[src/rtl/cnn_frame_feeder_if.sv]
// Handshake bundle between the frame feeder and its host / CNN pipeline.
// master: feeder side; slave: host + pipeline side.
interface cnn_frame_feeder_if #(
    parameter int AW         = 4,
    parameter int DATA_WIDTH = 8
);
    logic                  wr_en;
    logic [AW-1:0]         wr_addr;
    logic [DATA_WIDTH-1:0] wr_data;
    logic                  go;
    logic                  pixel_ready;
    logic                  cnn_done;
    logic                  start;
    logic [DATA_WIDTH-1:0] pixel_out;
    logic                  pixel_in_valid;
    logic                  busy;
    logic                  frame_done;
    logic                  timeout_err;
    logic [AW:0]           pixel_count;

    modport master (
        input  wr_en, wr_addr, wr_data, go, pixel_ready, cnn_done,
        output start, pixel_out, pixel_in_valid, busy,
        output frame_done, timeout_err, pixel_count
    );

    modport slave (
        output wr_en, wr_addr, wr_data, go, pixel_ready, cnn_done,
        input  start, pixel_out, pixel_in_valid, busy,
        input  frame_done, timeout_err, pixel_count
    );
endinterface

[src/rtl/cnn_frame_feeder.sv]
// Frame feeder: host-loaded frame buffer streamed in raster order to the CNN.
// Ports: clk, reset (async, active-low), bus (cnn_frame_feeder_if.master).
module cnn_frame_feeder #(
    parameter int IMG_WIDTH  = 4,
    parameter int IMG_HEIGHT = 4,
    parameter int DATA_WIDTH = 8,
    parameter int START_GAP  = 1,
    parameter int TIMEOUT    = 255
) (
    input logic clk,
    input logic reset,
    cnn_frame_feeder_if.master bus
);
    localparam int NPIX = IMG_WIDTH * IMG_HEIGHT;
    localparam int AW   = (NPIX > 1) ? $clog2(NPIX) : 1;
    localparam int TMAX = (TIMEOUT > START_GAP) ? TIMEOUT : START_GAP;
    localparam int TW   = $clog2(TMAX + 1);
    localparam logic [AW:0]   NPIX_W = (AW+1)'(NPIX);
    localparam logic [AW-1:0] LAST   = AW'(NPIX - 1);
    localparam logic [TW-1:0] GAP_END = TW'(START_GAP - 1);
    localparam logic [TW-1:0] TO_END  = TW'(TIMEOUT - 1);

    typedef enum logic [2:0] {
        IDLE, START, GAP, STREAM, WAIT_DONE, FINISH
    } state_t;

    state_t                state;
    logic [DATA_WIDTH-1:0] mem [NPIX];
    logic [AW-1:0]         idx;
    logic [TW-1:0]         timer;
    logic                  start_q;
    logic                  valid_q;
    logic [DATA_WIDTH-1:0] pix_q;
    logic                  busy_q;
    logic                  done_q;
    logic                  terr_q;
    logic [AW:0]           cnt_q;
    logic                  wr_ok;

    assign bus.start          = start_q;
    assign bus.pixel_out      = pix_q;
    assign bus.pixel_in_valid = valid_q;
    assign bus.busy           = busy_q;
    assign bus.frame_done     = done_q;
    assign bus.timeout_err    = terr_q;
    assign bus.pixel_count    = cnt_q;

    // The buffer only changes while idle, so streaming reads are stable.
    assign wr_ok = bus.wr_en && (state == IDLE)
                && ({1'b0, bus.wr_addr} < NPIX_W);

    always_ff @(posedge clk) begin
        if (wr_ok) begin
            mem[bus.wr_addr] <= bus.wr_data;
        end
    end

    always_ff @(posedge clk or negedge reset) begin
        if (!reset) begin
            state   <= IDLE;
            idx     <= '0;
            timer   <= '0;
            start_q <= 1'b0;
            valid_q <= 1'b0;
            pix_q   <= '0;
            busy_q  <= 1'b0;
            done_q  <= 1'b0;
            terr_q  <= 1'b0;
            cnt_q   <= '0;
        end else begin
            start_q <= 1'b0;
            done_q  <= 1'b0;
            unique case (state)
                IDLE: begin
                    if (bus.go) begin
                        state   <= START;
                        start_q <= 1'b1;
                        busy_q  <= 1'b1;
                        terr_q  <= 1'b0;
                        cnt_q   <= '0;
                        idx     <= '0;
                        timer   <= '0;
                    end
                end
                START: begin
                    timer <= '0;
                    if (START_GAP > 0) begin
                        state <= GAP;
                    end else begin
                        state   <= STREAM;
                        valid_q <= 1'b1;
                        pix_q   <= mem[idx];
                    end
                end
                GAP: begin
                    if (timer == GAP_END) begin
                        state   <= STREAM;
                        valid_q <= 1'b1;
                        pix_q   <= mem[idx];
                        timer   <= '0;
                    end else begin
                        timer <= timer + 1'b1;
                    end
                end
                STREAM: begin
                    // valid is always high here, so ready alone marks a beat
                    if (bus.pixel_ready) begin
                        cnt_q <= cnt_q + 1'b1;
                        if (idx == LAST) begin
                            valid_q <= 1'b0;
                            state   <= WAIT_DONE;
                            timer   <= '0;
                        end else begin
                            idx   <= idx + 1'b1;
                            pix_q <= mem[idx + 1'b1];
                        end
                    end
                end
                WAIT_DONE: begin
                    // done beats a timeout landing on the same edge
                    if (bus.cnn_done) begin
                        state  <= FINISH;
                        done_q <= 1'b1;
                    end else if (timer == TO_END) begin
                        state  <= IDLE;
                        terr_q <= 1'b1;
                        busy_q <= 1'b0;
                    end else begin
                        timer <= timer + 1'b1;
                    end
                end
                FINISH: begin
                    state  <= IDLE;
                    busy_q <= 1'b0;
                end
                default: begin
                    state  <= IDLE;
                    busy_q <= 1'b0;
                end
            endcase
        end
    end
endmodule

[src/flat_wrapper.sv]
// flat-port wrapper written by rule: the top's interface ports become plain ports
module cnn_frame_feeder_flat 
#(
    parameter int IMG_WIDTH  = 4,
    parameter int IMG_HEIGHT = 4,
    parameter int DATA_WIDTH = 8,
    parameter int START_GAP  = 1,
    parameter int TIMEOUT    = 255
)
  (clk, reset, bus_wr_en, bus_wr_addr, bus_wr_data, bus_go, bus_pixel_ready, bus_cnn_done, bus_start, bus_pixel_out, bus_pixel_in_valid, bus_busy, bus_frame_done, bus_timeout_err, bus_pixel_count);
  cnn_frame_feeder_if #(.AW(4), .DATA_WIDTH(DATA_WIDTH)) bus_i ();
  input logic clk;
  input logic reset;
  input wire logic [$bits(bus_i.wr_en)-1:0] bus_wr_en;
  input wire logic [$bits(bus_i.wr_addr)-1:0] bus_wr_addr;
  input wire logic [$bits(bus_i.wr_data)-1:0] bus_wr_data;
  input wire logic [$bits(bus_i.go)-1:0] bus_go;
  input wire logic [$bits(bus_i.pixel_ready)-1:0] bus_pixel_ready;
  input wire logic [$bits(bus_i.cnn_done)-1:0] bus_cnn_done;
  output wire logic [$bits(bus_i.start)-1:0] bus_start;
  output wire logic [$bits(bus_i.pixel_out)-1:0] bus_pixel_out;
  output wire logic [$bits(bus_i.pixel_in_valid)-1:0] bus_pixel_in_valid;
  output wire logic [$bits(bus_i.busy)-1:0] bus_busy;
  output wire logic [$bits(bus_i.frame_done)-1:0] bus_frame_done;
  output wire logic [$bits(bus_i.timeout_err)-1:0] bus_timeout_err;
  output wire logic [$bits(bus_i.pixel_count)-1:0] bus_pixel_count;
  assign bus_i.wr_en = bus_wr_en;
  assign bus_i.wr_addr = bus_wr_addr;
  assign bus_i.wr_data = bus_wr_data;
  assign bus_i.go = bus_go;
  assign bus_i.pixel_ready = bus_pixel_ready;
  assign bus_i.cnn_done = bus_cnn_done;
  assign bus_start = bus_i.start;
  assign bus_pixel_out = bus_i.pixel_out;
  assign bus_pixel_in_valid = bus_i.pixel_in_valid;
  assign bus_busy = bus_i.busy;
  assign bus_frame_done = bus_i.frame_done;
  assign bus_timeout_err = bus_i.timeout_err;
  assign bus_pixel_count = bus_i.pixel_count;
  cnn_frame_feeder #(.IMG_WIDTH(IMG_WIDTH), .IMG_HEIGHT(IMG_HEIGHT), .DATA_WIDTH(DATA_WIDTH), .START_GAP(START_GAP), .TIMEOUT(TIMEOUT)) u_core (.clk(clk), .reset(reset), .bus(bus_i));
endmodule
[config.mk]
export PLATFORM = sky130hd
export DESIGN_NAME = cnn_frame_feeder_flat
export DESIGN_NICKNAME = d
export VERILOG_FILES = /design/src/rtl/cnn_frame_feeder_if.sv /design/src/rtl/cnn_frame_feeder.sv /design/src/flat_wrapper.sv
export SDC_FILE = /design/constraint.sdc
export NUM_CORES = 1
export LEC_CHECK = 0
export BUFFER_PORTS_ARGS = -buffer_cell sky130_fd_sc_hd__buf_4
export CORE_MARGIN = 5
export CORE_UTILIZATION = 30
export DETAILED_ROUTE_END_ITERATION = 8
export PLACE_DENSITY_LB_ADDON = 0.05
export SYNTH_ARGS = -nofsm -noshare
export SYNTH_HDL_FRONTEND = slang
export SYNTH_SLANG_ARGS = --single-unit
[constraint.sdc]
create_clock -name clk -period 2.92 [get_ports clk]
set_input_delay 0.438 -clock clk [delete_from_list [all_inputs] [get_ports clk]]
set_output_delay 0.438 -clock clk [all_outputs]
set_load 0.1 [all_outputs]
After elaboration in Yosys (flattened, before gate mapping)
Memories as Yosys holds them, arrays and structs flattened. Index checks and enable logic that the tools add are counted.

Memories: 1. Flip-flop bits (word level): 33. Logic and storage cells: 89. Input port bits: 18. RAM bits: 128.

Reduce and logical (&&, ||, !) cells: 16. Multiplexer cells: 43. Bitwise logic cells: 1. Add/sub/neg operators: 3. Eq/ne operators: 15.

Memory list: u_core.mem (words 16, width 8, rd ports 2, clocked after memory_dff 0, write ports 1, RTL line cnn_frame_feeder.sv:28) `logic [DATA_WIDTH-1:0] mem [NPIX];`.

Operators by type and width (count): $mux 8 (9); $pmux 8 s5 (1); $reduce_and 4->1 (5); $mux 3 (6); $pmux 8 s2 (1); $mux 1 (15); $pmux 3 s5 (1); $mux 4 (3); $mux 5 (2); $ne 2x2->1 const B (5); $pmux 5 s2 (1); $add 8x1->8 const B (1); $eq 8x8->1 const B (1); $logic_not 8->1 (1); $pmux 4 s2 (1); $eq 3x2->1 const B (2); $ne 2x1->1 const B (3); $reduce_and 6->1 (1); $reduce_bool 2->1 (3); $add 5x1->5 const B (1); $reduce_and 5->1 (1); $reduce_bool 5->1 (1); $add 4x1->4 const B (1); $eq 4x4->1 const B (1); 10 further kinds (11).

Depth between registers and ports, before layout
An unclocked memory read counts as a cell.

Depth in word-level cells: 5. Gate-level depth with buffers: 8. Gate-level depth less buffers: 7.

Worst setup path before layout
OpenSTA, ideal clock, no wires.

Path type: reg-to-reg. Start point: register u_core.state[1]. End point: memory u_core.mem[0][0], enable pin. Arrival time: 1.851 ns. Slack: 0.685 ns. Required time: 2.537 ns. Library setup time: 0.383 ns. Cell stages (with the launch flop): 6. Cell sequence: dfrtp_1 > buf_2 > nor3_1 > nand2_1 > or3_1 > nor3_1.

Cells in the longest elaborated chain, start to end: 4.

Ends and longest elaborated chain: from (decl) (RTL line cnn_frame_feeder.sv:27) `state_t state;`; from (signal assigned) (RTL line cnn_frame_feeder.sv:60) `state <= IDLE;`; from (signal assigned) (RTL line cnn_frame_feeder.sv:76) `state <= START;`; from (signal assigned) (RTL line cnn_frame_feeder.sv:88) `state <= GAP;`; $logic_not 3->1 (RTL line cnn_frame_feeder.sv:49) `assign wr_ok = bus.wr_en && (state == IDLE)`; $logic_and 1x1->1 (RTL line cnn_frame_feeder.sv:49); $mux 1 (RTL line cnn_frame_feeder.sv:53) `if (wr_ok) begin`; $mux 1 (not written as such) (RTL line cnn_frame_feeder.sv:54) `mem[bus.wr_addr] <= bus.wr_data;`; to (decl) (RTL line cnn_frame_feeder.sv:28).

Every way passes these cells.

Worst setup path after layout
Start point: register u_core.idx[0]. End point: register u_core.pix_q[7], in the netlist u_core.bus.pixel_out[7].

Cells in the longest elaborated chain, start to end: 5. Elaborated cells between the ends (all ways): 9. Classes of those cells: 1 x add/sub; 2 x eq/ne; 4 x mux; 1 x reduce/logical; 1 x memory.

Ends and longest elaborated chain: from (decl) (RTL line cnn_frame_feeder.sv:29) `logic [AW-1:0] idx;`; from (signal assigned) (RTL line cnn_frame_feeder.sv:114) `idx <= idx + 1'b1;`; $add 4x1->4 (RTL line cnn_frame_feeder.sv:115) `pix_q <= mem[idx + 1'b1];`; $mem_v2 16x8; $mux 8 (RTL line cnn_frame_feeder.sv:109) `if (idx == LAST) begin`; $mux 8 (RTL line cnn_frame_feeder.sv:107) `if (bus.pixel_ready) begin`; $pmux 8 s2 (RTL line cnn_frame_feeder.sv:73) `unique case (state)`; to (signal assigned) (RTL line cnn_frame_feeder.sv:92) `pix_q <= mem[idx];`; to (signal assigned) (RTL line cnn_frame_feeder.sv:99) `pix_q <= mem[idx];`; to (signal assigned) (RTL line cnn_frame_feeder.sv:115); to (decl) (RTL line cnn_frame_feeder.sv:33) `logic [DATA_WIDTH-1:0] pix_q;`.

Parallel ways exist; a longest one is shown, timed or not. The select of a mux whose other input is x is not followed. A chain may end at the register's enable or synchronous reset.

==> results.sh <==
export IMPL_start_kind="flop"
export IMPL_gp_congestion=0.772
export IMPL_synth_top_area_share_pct=48.8
export IMPL_core_sq_um=25900
export IMPL_clkSinkCount=161
export IMPL_async_reset_ff_share_pct=20.5
export IMPL_syn_area_per_cell_sq_um=15.5
export IMPL_power_density_nw_per_um2=1000
export IMPL_ys_top_cells_by_area="edfxtp_1 49%, mux4_2 15%, dfrtp_1 10%"
export IMPL_period_share_pct=81.3
export IMPL_ant_nets=0
export IMPL_ctsRootBufferMaster="clkbuf_16"
export IMPL_cp_required_ns=3.27
export IMPL_n_antenna_cell=0
export IMPL_max_cap_violations=0
export IMPL_worstSetupPathType="reg -> reg"
export IMPL_drt_total_wl_mm=21.6
export IMPL_yosysUniqueCellTypes=58
export IMPL_worst_pin_slew_ns=0.934
export IMPL_status="finished, final reports clean"
export IMPL_crit_fanout=11
export IMPL_die_h_um=172
export IMPL_dieArea_sq_um=29600
export IMPL_num_rows=59
export IMPL_syn2layout_area_growth_pct=16.4
export IMPL_finalSetupViolations=0
export IMPL_tns_ns=0
export IMPL_fmax_ghz=0.421
export IMPL_cts_made_buffers=17
export IMPL_p_leak_nw=3.08
export IMPL_yosysWarnings=0
export IMPL_cts_max_path_buffers=2
export IMPL_htree_num_levels=4
export IMPL_worst_setup_path_end_kind="flop"
export IMPL_die_x_um=172
export IMPL_ys_ff_latch=161
export IMPL_pin_count=36
export IMPL_grt_use_total_pct=15.1
export IMPL_hpwl_mm=15.2
export IMPL_dp_cells=869
export IMPL_hold_path_class="in -> reg"
export IMPL_crit_arrival_ns=2.72
export IMPL_cts_tree="yes"
export IMPL_drive_gt1_share_pct=30.7
export IMPL_ys_flop_type="edfxtp_1"
export IMPL_cts_setup_buffers=0
export IMPL_viasPerCell=5.27
export IMPL_synth_nets=530
export IMPL_synth_edf_count=128
export IMPL_mappedNetlistArea_sq_um=7870
export IMPL_ys_seq_area_share_pct=59.3
export IMPL_wl_per_cell_um=24.0
export IMPL_start_util_pct=30.4
export IMPL_clk_pin_slew_worst_paths_ns=0.07
export IMPL_clock_skew_ns=0.00895
export IMPL_rsz0062_at_grt="false"
export IMPL_firstDrtPassIters=4
export IMPL_yosysTopAreaCell="edfxtp_1"
export IMPL_drtIter0Drc=412
export IMPL_syn_inst=507
export IMPL_whs_ns=0.295
export IMPL_fin_total_pwr_w=0.00916
export IMPL_portBuffers=35
export IMPL_insertion_delay_ns=0.42
export IMPL_grt_pass1_vias=4856
export IMPL_post_cts_resized=0
export IMPL_grt_first_pass_wirelength_mm=32.1
export IMPL_drc_errors=0
export IMPL_final_nets=577
export IMPL_finalMaxSlewViolations=0
export IMPL_maxSlewHeadroom_pct=36.8
export IMPL_overflow=0
export IMPL_fin_cells=902
export IMPL_grt_max_degree=37
export IMPL_fill_cells=2436
export IMPL_finalHoldViolations=0
export IMPL_grt_antenna_before_repair=0
export IMPL_period_needed_ns=2.37
export IMPL_worst_ir_drop_vdd_v=0.000897
export IMPL_vias=4758
-- layer usage --
| metal | track usage [%] | share of wire [%] |
|---|---|---|
| met1 | 21.0 | 46 |
| met2 | 23.6 | 47 |
| met3 | 3.52 | 4.9 |
| met4 | 4.82 | 2.3 |
| met5 | 0 | 0 |
-- cells in the final DEF, fill, tap and decap left out, types with 5 or more instances in the layout --
master | synthesis | routed
nand3_1 | 6 | 6
o21ai_0 | 13 | 13
o22ai_1 | 13 | 13
nand2_1 | 17 | 17
mux2_2 | 18 | 18
and2b_1 | 6 | 6
nor3b_1 | 7 | 7
nor2_1 | 36 | 36
clkbuf_16 | 0 | 17
dfrtp_1 | 33 | 31
nor3_1 | 10 | 10
inv_1 | 6 | 6
a21oi_1 | 6 | 6
a211oi_1 | 6 | 6
o32ai_1 | 8 | 8
nand2b_1 | 6 | 6
buf_4 | 7 | 59
xnor2_1 | 6 | 6
a31oi_1 | 9 | 9
nand4_1 | 6 | 6
edfxtp_1 | 128 | 128
nor2b_1 | 12 | 12
mux4_2 | 54 | 54
a221oi_1 | 8 | 8
mux2i_1 | 7 | 7
ha_1 | 5 | 5
-- worst paths after layout --
path                                                             from                               endpoint  slack, ns  depth (start not counted)
worst max register to register              u_core.idx[0]$_DFFE_PN0P_    u_core.bus.pixel_out[7]$_DFFE_PN0P_       0.55                          4
max in group asynchronous                                       reset              u_core.idx[0]$_DFFE_PN0P_       2.03                          2
worst min-delay path                                     bus_cnn_done        u_core.bus.frame_done$_DFF_PN0_       0.30                          2
worst max-delay path                        u_core.idx[0]$_DFFE_PN0P_    u_core.bus.pixel_out[7]$_DFFE_PN0P_       0.55                          4
worst min register to register  u_core.bus.pixel_in_valid$_DFFE_PN0P_  u_core.bus.pixel_in_valid$_DFFE_PN0P_       0.53                          2
min in group asynchronous                                       reset            u_core.state[1]$_DFFE_PN0P_       0.52                          2
-- worst max-delay path, cell delays in order (launching register included) --
cell and delay (ns):
dfrtp_4 0.50, ha_1 0.34, o311ai_1 0.85, o21ai_0 0.36
a31oi_1 0.24
-- state kept, by name, summed over array words and instances, names as in the netlist --
signal                     count
u_core.bus.start               1
u_core.bus.busy                1
u_core.timer                   8
u_core.idx                     4
u_core.bus.pixel_count         5
u_core.bus.timeout_err         1
u_core.bus.frame_done          1
u_core.bus.pixel_in_valid      1
u_core.bus.pixel_out           8
u_core.mem                   128
u_core.state                   3
-- cell families after synthesis --
| group | Yosys count | share of synthesized area (%) |
|---|---|---|
| AO/OA/AOI/OAI | 81 | 7.27 |
| adder cells (fa/ha/maj) | 5 | 0.795 |
| multiplexers | 81 | 19.6 |
| flip-flops | 161 | 59.3 |
| AND/OR/NAND/NOR | 129 | 9.05 |
| buffers and inverters | 40 | 2.85 |
| XOR/XNOR | 10 | 1.11 |
-- report_power, final --
| group | switching [W] | total (W) | internal [W] |
|---|---|---|---|
| Combinational | 0.00249 | 0.00409 | 0.00160 |
| Clock | 0.00100 | 0.00221 | 0.00121 |
| Sequential | 0.000223 | 0.00286 | 0.00263 |
-- timing repair --
item / 4_1_cts / 5_1_grt
endpoints found under the setup margin: 0 / 0
hold buffers: 1 / 0
endpoints found under the hold margin: 33 / 0
-- synthesized netlist by cell type (4+ instances only) --
library cell	count
edfxtp_1	128
mux4_2	54
nor2_1	36
dfrtp_1	33
mux2_2	18
nand2_1	17
buf_2	13
o21ai_0	13
o22ai_1	13
nor2b_1	12
clkbuf_1	10
nor3_1	10
a31oi_1	9
a221oi_1	8
o32ai_1	8
buf_4	7
mux2i_1	7
nor3b_1	7
a211oi_1	6
a21oi_1	6
and2b_1	6
inv_1	6
nand2b_1	6
nand3_1	6
nand4_1	6
xnor2_1	6
ha_1	5
a22o_1	4
and2_1	4
xor2_1	4
-- area by class of cell --
class	count	area, sq um	area share (%)
inverter	6	22.5	0.246
multi-input combinational	306	2980	32.5
clock inverter	14	148	1.61
timing repair buffer	62	493	5.38
tap	335	419	4.58
clock buffer	18	429	4.68
sequential	161	4670	51.0
-- per-stage QoR --
step	utilization [%]	worst slack (ns)	instance area, sq um
2_1_floorplan	-	0.685	7870
3_3_place_gp	33.1	0.470	8570
3_5_place_dp	33.1	0.433	8570
4_1_cts	35.4	0.499	9160
5_1_grt	35.4	0.344	9160
6_report	35.4	0.546	9160
Note: power is estimated with default switching activity, not from simulation.
